### src/rtl/alu_bsel_pkg.sv
// ---------------------------------------------------------------------------
// alu_bsel_pkg
// Shared definitions for the ALU B-operand select / forwarding block:
//   - B source select encodings (ALUB_RS2, ALUB_IMM1, ALUB_IMM2)
//   - default operand width, forwarding depth and register address width
//   - the operand data type and the output buffer state encoding
// ---------------------------------------------------------------------------
package alu_bsel_pkg;

    // B operand source select encodings; values above ALUB_IMM2 index
    // further immediate bus slots when NSRC is raised.
    localparam int ALUB_RS2  = 0;
    localparam int ALUB_IMM1 = 1;
    localparam int ALUB_IMM2 = 2;

    // Default geometry of the block.
    localparam int DEF_DW   = 32;
    localparam int DEF_NSRC = 4;
    localparam int DEF_NFWD = 2;
    localparam int DEF_AW   = 5;

    // Operand as seen by the ALU at the default width.
    typedef logic [DEF_DW-1:0] operand_t;

    // Output buffer occupancy.
    typedef enum logic {
        BUF_EMPTY = 1'b0,
        BUF_FULL  = 1'b1
    } buf_state_t;

endpackage

### src/rtl/alu_bsel_fwd_match.sv
// ---------------------------------------------------------------------------
// alu_bsel_fwd_match
// Priority matcher that finds the youngest pipeline stage writing the
// register read on the rs2 port.
// Ports:
//   we       in  NFWD     per-stage register write enable
//   addr     in  NFWD*AW  per-stage destination register index
//   pend     in  NFWD     per-stage result not yet available (load)
//   rs2_addr in  AW       register index being read
//   hit      out 1        some stage matches
//   index    out IW       lowest matching stage index (youngest)
//   hit_pend out 1        pend flag of the winning stage
// ---------------------------------------------------------------------------
module alu_bsel_fwd_match #(
    parameter int NFWD = 2,
    parameter int AW   = 5,
    parameter int IW   = (NFWD > 1) ? $clog2(NFWD) : 1
) (
    input  logic [NFWD-1:0]    we,
    input  logic [NFWD*AW-1:0] addr,
    input  logic [NFWD-1:0]    pend,
    input  logic [AW-1:0]      rs2_addr,
    output logic               hit,
    output logic [IW-1:0]      index,
    output logic               hit_pend
);

    // Walk from the oldest stage down to the youngest so that a later
    // (lower index) match overwrites an earlier one: the youngest producer
    // always wins. Register 0 is hard-wired and never matches.
    always_comb begin
        hit      = 1'b0;
        index    = '0;
        hit_pend = 1'b0;
        for (int i = NFWD - 1; i >= 0; i--) begin
            if (we[i] && (addr[i*AW +: AW] == rs2_addr) && (rs2_addr != '0)) begin
                hit      = 1'b1;
                index    = IW'(i);
                hit_pend = pend[i];
            end
        end
    end

endmodule

### src/rtl/alu_bsel_fwd.sv
// ---------------------------------------------------------------------------
// alu_bsel_fwd
// Selects the ALU B operand from the register file, a forwarding stage or
// an immediate slot, detects load-use hazards, and registers the operand
// in a one-entry handshake buffer with full throughput.
// Configuration macro: ALU_BSEL_FWD_EN
//   defined   - results are forwarded from fwd_data, stall only on pending
//   undefined - fwd_data ignored, any match stalls until writeback
// Ports:
//   cpu_clk    in  1           clock, rising edge
//   cpu_rst_n  in  1           synchronous active-low reset
//   in_valid   in  1           upstream request valid
//   in_ready   out 1           request accepted this cycle
//   sel        in  SW          B source select
//   rs2_addr   in  AW          register behind rD2
//   rD2        in  DW          register file second read data
//   imm_bus    in  (NSRC-1)*DW immediates, slot k-1 serves sel=k
//   fwd_we     in  NFWD        stage writes a register
//   fwd_pend   in  NFWD        stage result not yet available
//   fwd_addr   in  NFWD*AW     stage destination register
//   fwd_data   in  NFWD*DW     stage result
//   out_valid  out 1           B holds a valid operand
//   out_ready  in  1           downstream accepts B
//   B          out DW          registered B operand
//   stall_cnt  out 16          saturating hazard-stall cycle count
// ---------------------------------------------------------------------------
module alu_bsel_fwd
    import alu_bsel_pkg::*;
#(
    parameter int DW   = DEF_DW,
    parameter int NSRC = DEF_NSRC,
    parameter int NFWD = DEF_NFWD,
    parameter int AW   = DEF_AW,
    localparam int SW  = (NSRC > 1) ? $clog2(NSRC) : 1,
    localparam int IW  = (NFWD > 1) ? $clog2(NFWD) : 1
) (
    input  logic                   cpu_clk,
    input  logic                   cpu_rst_n,
    input  logic                   in_valid,
    output logic                   in_ready,
    input  logic [SW-1:0]          sel,
    input  logic [AW-1:0]          rs2_addr,
    input  logic [DW-1:0]          rD2,
    input  logic [(NSRC-1)*DW-1:0] imm_bus,
    input  logic [NFWD-1:0]        fwd_we,
    input  logic [NFWD-1:0]        fwd_pend,
    input  logic [NFWD*AW-1:0]     fwd_addr,
    input  logic [NFWD*DW-1:0]     fwd_data,
    output logic                   out_valid,
    input  logic                   out_ready,
    output logic [DW-1:0]          B,
    output logic [15:0]            stall_cnt
);

    logic          hit;
    logic [IW-1:0] hit_index;
    logic          hit_pend;
    logic          is_rs2;
    logic          hazard;
    logic          transfer;
    logic [DW-1:0] next_b;
    buf_state_t    state;

    alu_bsel_fwd_match #(
        .NFWD (NFWD),
        .AW   (AW),
        .IW   (IW)
    ) u_match (
        .we       (fwd_we),
        .addr     (fwd_addr),
        .pend     (fwd_pend),
        .rs2_addr (rs2_addr),
        .hit      (hit),
        .index    (hit_index),
        .hit_pend (hit_pend)
    );

    assign is_rs2 = (sel == SW'(ALUB_RS2));

`ifdef ALU_BSEL_FWD_EN
    logic [DW-1:0] fwd_sel_data;

    // Pick the winning stage's result; only consulted when the matcher
    // reports a hit whose data is already available.
    always_comb begin
        fwd_sel_data = '0;
        for (int i = 0; i < NFWD; i++) begin
            if (hit_index == IW'(i)) begin
                fwd_sel_data = fwd_data[i*DW +: DW];
            end
        end
    end

    // Only a producer whose data is still in flight forces a stall.
    assign hazard = in_valid && is_rs2 && hit && hit_pend;
`else
    logic unused_fwd;

    // Without forwarding, any in-flight writer of rs2 stalls the request
    // until it has written back, so the data and pend paths go unused.
    assign hazard     = in_valid && is_rs2 && hit;
    assign unused_fwd = ^{fwd_data, hit_pend, hit_index};
`endif

    // Operand source mux. Selects outside the populated immediate slots
    // yield zero so an out-of-range select can never leak stale data.
    always_comb begin
        next_b = '0;
        if (is_rs2) begin
`ifdef ALU_BSEL_FWD_EN
            next_b = (hit && !hit_pend) ? fwd_sel_data : rD2;
`else
            next_b = rD2;
`endif
        end else begin
            for (int k = 1; k < NSRC; k++) begin
                if (sel == SW'(k)) begin
                    next_b = imm_bus[(k-1)*DW +: DW];
                end
            end
        end
    end

    // A request is accepted when the buffer is free or draining this same
    // cycle, no hazard is pending, and the block is out of reset so that
    // nothing is accepted into a buffer that reset is about to clear.
    assign in_ready = cpu_rst_n && ((state == BUF_EMPTY) || out_ready) && !hazard;
    assign transfer = in_valid && in_ready;

    // One-entry output buffer. A transfer always (re)fills it, which gives
    // back-to-back throughput when draining and loading coincide; otherwise
    // a drain empties it and a stalled consumer keeps B frozen.
    always_ff @(posedge cpu_clk) begin
        if (!cpu_rst_n) begin
            state     <= BUF_EMPTY;
            out_valid <= 1'b0;
            B         <= '0;
        end else begin
            if (transfer) begin
                state     <= BUF_FULL;
                out_valid <= 1'b1;
                B         <= next_b;
            end else if ((state == BUF_FULL) && out_ready) begin
                state     <= BUF_EMPTY;
                out_valid <= 1'b0;
            end
        end
    end

    // Count stalled cycles for performance monitoring, sticking at the
    // maximum rather than wrapping back to small values.
    always_ff @(posedge cpu_clk) begin
        if (!cpu_rst_n) begin
            stall_cnt <= '0;
        end else if (hazard && (stall_cnt != 16'hFFFF)) begin
            stall_cnt <= stall_cnt + 16'd1;
        end
    end

endmodule
### config.mk
export PLATFORM = sky130hd
export DESIGN_NAME = alu_bsel_fwd
export DESIGN_NICKNAME = d
export VERILOG_FILES = /design/src/rtl/alu_bsel_pkg.sv /design/src/rtl/alu_bsel_fwd_match.sv /design/src/rtl/alu_bsel_fwd.sv
export SDC_FILE = /design/constraint.sdc
export NUM_CORES = 1
export LEC_CHECK = 0
export BUFFER_PORTS_ARGS = -buffer_cell sky130_fd_sc_hd__buf_2
export CAP_MARGIN = 20
export CORE_AREA = 2 2 105 107
export DETAILED_ROUTE_END_ITERATION = 8
export DIE_AREA = 0 0 107 109
export GPL_TIMING_DRIVEN = 0
export PLACE_DENSITY = 0.74
export SLEW_MARGIN = 40
export SYNTH_ARGS = -nofsm -noshare
export SYNTH_HDL_FRONTEND = slang
export SYNTH_SLANG_ARGS = --single-unit
### constraint.sdc
create_clock -name cpu_clk -period 3.6 [get_ports cpu_clk]
set_input_delay 0.72 -clock cpu_clk [delete_from_list [all_inputs] [get_ports cpu_clk]]
set_output_delay 0.72 -clock cpu_clk [all_outputs]
set_load 0.05 [all_outputs]
# Yosys cells after proc, flatten, opt, wreduce, memory -nomap -nowiden
# Index checks and enable logic that the tools add are counted.
[classes] addsub=1 mul=0 n_div=0 magnitude_cmp=0 eq_ne=6 shift=0 mux=8 bitwise_logic=1 n_reduce_logical=16
[ops] operator="32-bit 2-to-1 mux" n=4
[ops] operator="16-bit by 1-bit adder with 16-bit output, second input constant" n=1
[ops] operator="16-bit != test, second input constant" n=1
[ops] operator="1-bit logical AND" n=11
[ops] operator="5-bit equality test" n=2
[ops] operator="5-bit nonzero test" n=1
[ops] operator="2-bit equality test, second input constant" n=2
[ops] operator="1-bit 2-to-1 mux" n=4
[ops] operator="2-bit by 1-bit equality test with 1-bit output, second input constant" n=1
[ops] operator="2-bit zero test" n=1
[ops] operator="2-bit nonzero test" n=1
[ops] operator="1-bit zero test" n=1
[ops] operator="1-bit logical OR" n=1
[ops] operator="1-bit inverter" n=1
[word_totals] reg_bits=49 latchBits=0 mem_bits_rw=0 rom_bits=0 inputBits=217 output_inout_bits=50 wordCells=35 memories=0

# Longest topological paths before layout
# Gate-level depths: netlist of the first run.
[logic_depth] ltp_word=10 depth_mapped=8 mapped_depth_nobuf=7

# Hierarchy
# Synthesis of the first run repeated with hierarchy kept, for this count alone.
[unflattened] hier_cells=297 hier_area_um2=2885.3
[by_module_without_submodules] mod="alu_bsel_fwd" instances=1 cells_each=276 area_per_inst_um2=2705.1 seq_area_each_um2=980.9
[by_module_without_submodules] mod="alu_bsel_fwd_match" instances=1 cells_each=21 area_per_inst_um2=180.2 seq_area_each_um2=0.0

# Worst setup path before layout of the first run
# OpenSTA, ideal clock, no wires.
[synth_path] kind="input -> output" from="input port rs2_addr[1]" to="output port in_ready" arrival_time_ns=2.291 t_required_ns=2.880 path_slack_ns=0.589 path_stages=6 n_path_buf=1 path_cell_list="or4_1 nor2_1 nor4b_4 nand2_2 clkbuf_1 and3_1"
[synth_between] elab_chain_len=8 elab_cells_between_ends=12 cone_classes="eq/ne: 2; mux: 2; reduce/logical: 8"
[synth_rtl] element="from (decl)" line_no="alu_bsel_fwd.sv:42" text="input logic [AW-1:0] rs2_addr,"
[synth_rtl] element="5-bit equality test" line_no="alu_bsel_fwd_match.sv:36" text="if (we[i] && (addr[i*AW +: AW] == rs2_addr) && (rs2_addr != '0)) begin"
[synth_rtl] element="1-bit logical AND (2 in series)" line_no="alu_bsel_fwd_match.sv:36"
[synth_rtl] element="1-bit 2-to-1 mux" line_no="alu_bsel_fwd_match.sv:36"
[synth_rtl] element="1-bit 2-to-1 mux *" line_no="alu_bsel_fwd_match.sv:36"
[synth_rtl] element="1-bit logical AND *" line_no="alu_bsel_fwd.sv:101" text="assign hazard = in_valid && is_rs2 && hit;"
[synth_rtl] element="1-bit zero test *" line_no="alu_bsel_fwd.sv:127" text="assign in_ready = cpu_rst_n && ((state == BUF_EMPTY) || out_ready) && !hazard;"
[synth_rtl] element="1-bit logical AND *" line_no="alu_bsel_fwd.sv:127"
[synth_rtl] element="to (decl)" line_no="alu_bsel_fwd.sv:40" text="output logic in_ready,"
# Every way passes the cells marked *; elsewhere a longest branch is shown, timed or not.

# Worst setup path after layout of the first run
# Same ends and word-level chain as after synthesis.

==> flow_metrics.tcl, run 1 <==
set metrics [dict create \
    ys_ff_latch 49 \
    min_path_type "reg2reg" \
    cts_num_sinks 49 \
    crit_fanout 10 \
    syn_nets 526 \
    netlist_area_um2 2910 \
    ant_nets 0 \
    synth_area_leaders "dfxtp_1 (34%), mux4_2 (25%), o21ai_0 (7.2%)" \
    yosysWarnings 0 \
    async_reset_ff_share_pct 0 \
    drt_first_pass_iters 4 \
    r2r-start "stall_cnt[0]$_SDFFE_PN0P_" \
    start_util_pct 27.5 \
    hold_viol 0 \
    grt_max_degree 15 \
    setup_violations 0 \
    rsz0062_at_grt "false" \
    maxClockFrequency_ghz 0.296 \
    layout.nets 730 \
    crit_buf_inv 3 \
    slew_violations 0 \
    cts_tree "done" \
    power.density_nw_per_um2 327 \
    wl_per_cell_um 15.2 \
    track_usage_pct 16.3 \
    cpPeakStageDelay_ns 0.52 \
    skew_ns 0.00831 \
    met2_length_um 5120 \
    cts_buffers 5 \
    peakVddDrop_mv 0.148 \
    drc 0 \
    outcome "completed" \
    reg2reg_depth 8 \
    portBuffers 197 \
    routed.top_layer "met4" \
    rr_endpoint "stall_cnt[6]$_SDFFE_PN0P_" \
    gp_congestion 0.890 \
    relSlewSlack_pct 51.0 \
    final_cells 652 \
    crit_chain "buf_2 -> or4_1 -> nor2_1 -> nor4b_4 -> nand2_2 -> clkbuf_1 -> and3_1 -> buf_2" \
    clkTransAtPathRegs_ns 0.09 \
    cp-end-kind "primary output" \
    dieArea_um2 11700 \
    startpoint_type "primary input" \
    yosysTopAreaCellShare_pct 33.7 \
    yosysSeqAreaShare_pct 33.7 \
    route.vias.total 3196 \
    die_y_um 109 \
    antenna_found_initial 1 \
    cp-endpoint "in_ready" \
    holdWs_ns 0.459 \
    area_delta_synth_final_pct 43.5 \
    fp-row-count 38 \
    drive_gt1_share_pct 49.0 \
    leakagePower_nw 1.82 \
    cts-root-buf "clkbuf_8" \
    cap_violations 0 \
    core_um2 10600 \
    synthCells 308 \
    wl_met3_um 761 \
    period_minus_slack_ns 3.38 \
    worstMarginPinSlew_ns 0.735 \
    grt_pass1_wl_um 15100 \
    cts_resized 0 \
    detail_route.wirelength_um 9930 \
    ioPinCount 267 \
    synth.distinct_cells 28 \
    fillers 1081 \
    syn_area_per_cell_um2 9.46 \
    arrival_ns 2.66 \
    die_x_um 107 \
    dr.first_iter.drc_count 176 \
    postCtsHoldBufs 0 \
    vias_per_cell 4.90 \
    ff_latch_area_um2 981 \
    cts_htree_levels 2 \
    dpl.hpwl_um 8260 \
    clk_latency_ns 0.30 \
    met1_length_um 3880 \
    cp_top_family "simple AND/OR/NAND/NOR gates" \
    crit_cells 8 \
    grt_pass1_vias 3076 \
    synth-main-ff-cell "dfxtp_1" \
    cts_setup_buffers 0 \
    dp.cells 645 \
    n_antenna_cell 0 \
    path_class "in2out" \
    synth_edf_count 0 \
    crit_start "rs2_addr[1]" \
    crit_top_cell "buf_2" \
    cts_buffer_depth 2 \
    required_ns 2.88 \
    multiInputGateArea_um2 1810 \
    critical_path.slowest_cell "or4_1" \
    period_share_pct 93.8 \
    tns_ns 0 \
    grt.overflow.total 0 \
    yosysTopAreaCell "dfxtp_1" \
    r2r_slack_ns 1.52 \
]
==> cells in the mapped netlist, types with 2 or more instances <==
| cell type | instances |
|---|---|
| nand2_1 | 44 |
| buf_2 | 6 |
| xnor2_1 | 10 |
| dfxtp_1 | 49 |
| mux2i_1 | 3 |
| or4_1 | 3 |
| mux4_2 | 32 |
| o21ai_0 | 42 |
| nand4_1 | 8 |
| or3_1 | 11 |
| and3_1 | 4 |
| clkbuf_2 | 3 |
| nand2b_1 | 5 |
| a21oi_1 | 14 |
| clkbuf_1 | 15 |
| inv_1 | 2 |
| nor4_1 | 2 |
| o31ai_1 | 3 |
| buf_1 | 2 |
| nor2_1 | 5 |
| nand3_1 | 38 |
==> registers in the layout (all words and copies together) (netlist names) <==
register   count
stall_cnt     16
state          1
B             32
==> how the worst min path moves through the flow <==
stage          slack, ns                  to  cells after the start               start
2_1_floorplan       0.67  B[27]$_SDFFE_PN0P_                      2  B[27]$_SDFFE_PN0P_
3_3_place_gp        0.44  B[30]$_SDFFE_PN0P_                      2  B[30]$_SDFFE_PN0P_
3_5_place_dp        0.45  B[30]$_SDFFE_PN0P_                      2  B[30]$_SDFFE_PN0P_
4_1_cts             0.46  B[17]$_SDFFE_PN0P_                      2  B[17]$_SDFFE_PN0P_
5_1_grt             0.49  B[31]$_SDFFE_PN0P_                      2  B[31]$_SDFFE_PN0P_
6_report            0.46  B[17]$_SDFFE_PN0P_                      2  B[17]$_SDFFE_PN0P_
==> metrics by stage <==
step / total power [mW] / setup slack [ns] / instance area (um2) / utilization [%]
3_3_place_gp: 0.980 / 0.221 / 4080 / 38.4
3_5_place_dp: 0.989 / 0.218 / 4080 / 38.4
6_report: 1.37 / 0.224 / 4180 / 39.4
5_1_grt: 1.43 / 0.0831 / 4180 / 39.4
4_1_cts: 1.38 / 0.213 / 4180 / 39.4
2_1_floorplan: 0.845 / 0.589 / 2910 / -
==> layer usage <==
metal | vias to the layer above | track usage, %
met2 | 141 | 29.0
met4 | 0 | 5.10
met5 | - | 0
li1 | 1557 | -
met1 | 1484 | 19.2
met3 | 14 | 4.06
==> worst min-delay path, delay by kind of cell (launching register included) <==
| kind | cells | cell delay (ns) |
|---|---|---|
| compound gates | 1 | 0.06 |
| simple gates | 1 | 0.05 |
| flops | 1 | 0.31 |
==> where the power goes <==
| group | total (mW) | switching, mW | leakage, nW | internal (mW) |
|---|---|---|---|---|
| combinational | 0.390 | 0.226 | 1.36 | 0.164 |
| clock | 0.393 | 0.191 | 0.0540 | 0.202 |
| sequential | 0.585 | 0.0143 | 0.401 | 0.571 |
==> cells by family after synthesis <==
logic type               after synthesis  synth area share (%)
AND/OR/NAND/NOR                      123                  21.4
AO/OA/AOI/OAI                         61                  11.4
flip-flops                            49                  33.7
multiplexers                          35                  25.8
buffers and inverters                 29                  4.38
XOR/XNOR                              10                  3.01
adder cells (fa/ha/maj)                1                 0.429
==> cell type report <==
class	instances	share of cell area (%)
Inverter	2	0.180
Clock buffer	5	1.65
Multi-Input combinational cell	230	43.2
Clock inverter	2	0.838
Sequential cell	49	23.5
Tap cell	140	4.19
Buffer	27	2.90
Timing Repair Buffer	197	23.6
==> layout by cell type (no fill, tap or decap), types with 2 or more instances in the layout <==
| master | count |
|---|---|
| a21oi_1 | 14 |
| and3_1 | 4 |
| buf_2 | 203 |
| clkbuf_1 | 15 |
| clkbuf_2 | 4 |
| clkbuf_8 | 5 |
| dfxtp_1 | 49 |
| inv_1 | 2 |
| mux2i_1 | 3 |
| mux4_2 | 32 |
| nand2_1 | 44 |
| nand2b_1 | 5 |
| nand3_1 | 38 |
| nand4_1 | 8 |
| nor2_1 | 5 |
| nor4_1 | 2 |
| o21ai_0 | 42 |
| o31ai_1 | 3 |
| or3_1 | 11 |
| or4_1 | 3 |
| xnor2_1 | 10 |
(Power assumes the default switching activity.)
==> run 2: changes to the inputs <==
Settings changed: CTS_BUF_LIST set to sky130_fd_sc_hd__clkbuf_4, PLACE_DENSITY 0.74 to 0.76.
Clock period 3.6 ns to 2.75 ns, I/O delays scaled along.
==> flow_metrics.tcl, run 2 (same netlist as run 1, synthesis figures left out) <==
set metrics [dict create \
    route.vias.total 3202 \
    hold_viol 0 \
    cts_htree_levels 2 \
    cp-end-kind "primary output" \
    arrival_ns 2.11 \
    drive_gt1_share_pct 49.0 \
    die_x_um 107 \
    layout.nets 729 \
    cts_num_sinks 49 \
    drc 0 \
    leakagePower_nw 1.81 \
    cts_buffer_depth 2 \
    tns_ns 0 \
    skew_ns 0.0114 \
    fillers 1091 \
    core_um2 10600 \
    maxClockFrequency_ghz 0.376 \
    power.density_nw_per_um2 393 \
    grt.overflow.total 0 \
    cts-root-buf "clkbuf_4" \
    peakVddDrop_mv 0.171 \
    start_util_pct 27.5 \
    crit_fanout 13 \
    setup_violations 0 \
    startpoint_type "primary input" \
    layout_common_cells "buf_2 (202), dfxtp_1 (49), nand2_1 (44), o21ai_0 (42), nand3_1 (38)" \
    netSwitchingPower_uw 553 \
    cts_tree "done" \
    worstMarginPinSlew_ns 0.761 \
    detail_route.wirelength_um 10100 \
    dpl.hpwl_um 8380 \
    grt_pass1_vias 3126 \
    reg.largest.list "B: 32 flops, stall_cnt: 16 flops, state: 1 flops" \
    path_class "in2out" \
    n_antenna_cell 0 \
    portBuffers 197 \
    min_path_type "in2reg" \
    ioPinCount 267 \
    drt_first_pass_iters 4 \
    period_share_pct 96.7 \
    period_minus_slack_ns 2.66 \
    rsz0062_at_grt "false" \
    clk_latency_ns 0.36 \
    clkTransAtPathRegs_ns 0.15 \
    cts_buffers 5 \
    required_ns 2.20 \
    antenna_found_initial 0 \
    slew_violations 0 \
    relSlewSlack_pct 49.3 \
    wl_per_cell_um 15.4 \
    gp_congestion 0.865 \
    fp-row-count 38 \
    pwr-share-seq_pct 47.2 \
    vias_per_cell 4.91 \
    p_clk_share_pct 21.2 \
    r2r-start "stall_cnt[0]$_SDFFE_PN0P_" \
    area_delta_synth_final_pct 41.9 \
    regMostFlops "B" \
    outcome "completed" \
    dieArea_um2 11700 \
    largest_reg_flops 32 \
    crit_start "rs2_addr[1]" \
    grt_max_degree 15 \
    sw_frac_of_total_pct 34.1 \
    combPwrFrac_pct 31.6 \
    worstHoldStart "in_valid" \
    layout_commonest_cell "buf_2" \
    cap_violations 0 \
    track_usage_pct 16.8 \
    die_y_um 109 \
    intPower_mw 1.07 \
    dr.first_iter.drc_count 182 \
    grt_pass1_wl_um 15400 \
    postCtsHoldBufs 0 \
    fin_util_pct 39.0 \
    ant_nets 0 \
    cts_setup_buffers 0 \
    holdWs_ns 0.435 \
]
run 2: cell types whose count changed in the layout (fill, tap and decap cells not counted), sizes merged:
cell,change
bufinv,-1
clkinv,+1
run 2: area by class of cell:
class	instances	area (um2)	share of cell area, %
timing repair buffer	197	988	23.9
tap	140	175	4.24
buffer	26	116	2.81
inverter	2	7.51	0.182
clock inverter	2	10.0	0.242
clock buffer	6	45.0	1.09
multi-input combinational	230	1810	43.8
sequential	49	981	23.7
run 2: what timing repair did:
| item | in CTS | in global routing |
|---|---|---|
| endpoints found under the setup margin | 1 | 1 |
| resized for setup | 1 | 1 |
| hold endpoints to repair | 0 | 0 |
run 2: metrics by stage:
step | setup slack (ns) | cells | area, um2 | total power [mW]
2_1_floorplan | 0.0787 | 308 | 2910 | 1.11
3_3_place_gp | -0.267 | 645 | 4080 | 1.29
3_5_place_dp | -0.314 | 645 | 4080 | 1.30
4_1_cts | 0.0510 | 652 | 4130 | 1.64
5_1_grt | 0.00176 | 652 | 4130 | 1.71
6_report | 0.0898 | 652 | 4130 | 1.62
run 2: layer usage:
layer	track usage, %	wire, um	up-vias	share of wire [%]
met5	0	0	-	0
met4	4.92	193	0	1.9
met3	3.53	672	16	6.7
met2	30.6	5180	142	51
met1	19.8	4010	1490	40
li1	-	-	1554	-
run 2: worst paths after layout:
kind	endpoint	slack, ns	cells past startpoint
setup / recovery	in_ready	0.09	7
setup reg to reg	stall_cnt[6]$_SDFFE_PN0P_	0.60	8
hold reg to reg	B[29]$_SDFFE_PN0P_	0.46	2
hold / removal	state$_SDFFE_PN0P_	0.44	3
run 2: power groups by stage:
stage | combinational (mW) | clock (mW) | sequential, mW
floorplan | 0.193 | 0 | 0.913
global placement | 0.507 | 0 | 0.782
detailed placement | 0.517 | 0 | 0.783
CTS | 0.518 | 0.355 | 0.767
global route | 0.551 | 0.388 | 0.773
finish | 0.513 | 0.344 | 0.767
run 2: worst max-delay path, cell delays in order:
cell and delay [ns]:
buf_2 0.12, or4_1 0.51, nor2_1 0.20, nor4b_4 0.10, nand2_4 0.18, and3_1 0.21, clkbuf_4 0.24
==> run 3: changes to the inputs <==
Settings changed: CTS_BUF_LIST sky130_fd_sc_hd__clkbuf_4 to sky130_fd_sc_hd__clkbuf_4 sky130_fd_sc_hd__clkbuf_8.
==> flow_metrics.tcl, run 3 (same netlist as run 1, synthesis figures left out) <==
set metrics [dict create \
    reg2reg_depth 8 \
    arrival_ns 2.11 \
    hold_viol 0 \
    die_y_um 109 \
    layout_commonest_cell "buf_2" \
    final_cells 652 \
    leakagePower_nw 1.82 \
    core_um2 10600 \
    p_total_mw 1.71 \
    grt_pass1_wl_um 15400 \
    cts_tree "done" \
    layout_common_cells "buf_2 (202), dfxtp_1 (49), nand2_1 (44), o21ai_0 (42), nand3_1 (38)" \
    peakVddDrop_mv 0.176 \
    power.density_nw_per_um2 410 \
    required_ns 2.20 \
    vias_per_cell 4.94 \
    critical_path.slowest_cell "or4_1" \
    drt_first_pass_iters 4 \
    dieArea_um2 11700 \
    rr_endpoint "stall_cnt[6]$_SDFFE_PN0P_" \
    antenna_found_initial 0 \
    cpPeakStageDelay_ns 0.51 \
    r2r-start "stall_cnt[0]$_SDFFE_PN0P_" \
    n_antenna_cell 0 \
    dp.cells 645 \
    portBuffers 197 \
    crit_chain "buf_2 -> or4_1 -> nor2_1 -> nor4b_4 -> nand2_4 -> and3_1 -> clkbuf_4" \
    drc 0 \
    grt_max_degree 15 \
    layout.nets 729 \
    clkTransAtPathRegs_ns 0.08 \
    crit_fanout 13 \
    period_minus_slack_ns 2.66 \
    grt.overflow.total 0 \
    regMostFlops "B" \
    clk_latency_ns 0.30 \
    reg.largest.list "B: 32 flops, stall_cnt: 16 flops, state: 1 flops" \
    cp-end-kind "primary output" \
    detail_route.wirelength_um 10100 \
    ff_latch_area_um2 981 \
    whs_path_depth 2 \
    ioPinCount 267 \
    dpl.hpwl_um 8380 \
    dr.first_iter.drc_count 165 \
    worstMarginPinSlew_ns 0.757 \
    cap_violations 0 \
    crit_cells 7 \
    route.vias.total 3218 \
    maxClockFrequency_ghz 0.376 \
    cts_htree_levels 2 \
    cts_buffer_depth 2 \
    whs_endpoint "B[29]$_SDFFE_PN0P_" \
    gp_congestion 0.865 \
    startpoint_type "primary input" \
    crit_buf_inv 2 \
    slew_violations 0 \
    rsz0062_at_grt "false" \
    largest_reg_flops 32 \
    grt_pass1_vias 3129 \
    period_share_pct 96.7 \
    r2r_slack_ns 0.62 \
    fillers 1090 \
    area_delta_synth_final_pct 42.9 \
    start_util_pct 27.5 \
    track_usage_pct 16.8 \
    worstHoldStart "B[29]$_SDFFE_PN0P_" \
    tns_ns 0 \
    fp-row-count 38 \
    cts_buffers 5 \
    cp_top_family "simple AND/OR/NAND/NOR gates" \
    path_class "in2out" \
    postCtsHoldBufs 0 \
    fin_util_pct 39.3 \
    skew_ns 0.00574 \
    ant_nets 0 \
    die_x_um 107 \
    wl_per_cell_um 15.5 \
    setup_violations 0 \
    drive_gt1_share_pct 49.0 \
    cts_num_sinks 49 \
    outcome "completed" \
    cts-root-buf "clkbuf_8" \
    relSlewSlack_pct 49.5 \
    multiInputGateArea_um2 1810 \
    min_path_type "reg2reg" \
]
[run 3: how the worst max path moves through the flow]
stage,from,endpoint,slack (ns)
detailed placement,rs2_addr[1],in_ready,-0.31
global route,rs2_addr[1],in_ready,0.002
global placement,rs2_addr[1],in_ready,-0.27
CTS,rs2_addr[1],in_ready,0.05
finish,rs2_addr[1],in_ready,0.09
floorplan,rs2_addr[1],in_ready,0.08
[run 3: where the power goes]
| group | total (mW) | internal, mW | leakage, nW | switching, mW |
|---|---|---|---|---|
| Combinational | 0.513 | 0.215 | 1.37 | 0.299 |
| Sequential | 0.766 | 0.747 | 0.401 | 0.0189 |
| Clock | 0.430 | 0.187 | 0.0484 | 0.243 |
| Total | 1.71 | 1.15 | 1.82 | 0.561 |
[run 3: layout make-up]
class	instances	share of cell area [%]
Multi-Input combinational cell	230	43.5
Timing Repair Buffer	197	23.7
Sequential cell	49	23.6
Tap cell	140	4.21
Buffer	26	2.79
Clock buffer	6	1.83
Clock inverter	2	0.240
Inverter	2	0.180
[run 3: worst register-to-register path, stage by stage (launching register included)]
cell and delay [ns]:
dfxtp_1 0.37, ha_1 0.24, nand3_1 0.12, nor2_1 0.12
and3_1 0.17, clkbuf_1 0.19, or3_1 0.36, or3_1 0.31
a21oi_1 0.16
[run 3: through the flow]
step	setup WS (ns)	instance area [um2]	hold slack, ns
floorplan	0.0787	2910	0.671
global placement	-0.267	4080	0.445
detailed placement	-0.314	4080	0.450
CTS	0.0510	4160	0.461
global route	0.00176	4170	0.482
finish	0.0919	4170	0.457
[run 3: repair_timing]
action,CTS,global route
hold endpoints to repair,0,0
setup buffers,0,0
setup endpoints to repair,1,1
gates resized for setup,1,1
[run 3: layer usage]
layer  routed length (um)  global-route usage [%]
met5                    0                       0
met4                  178                    4.92
met3                  724                    3.53
met2                 5190                    30.7
met1                 3990                    19.8
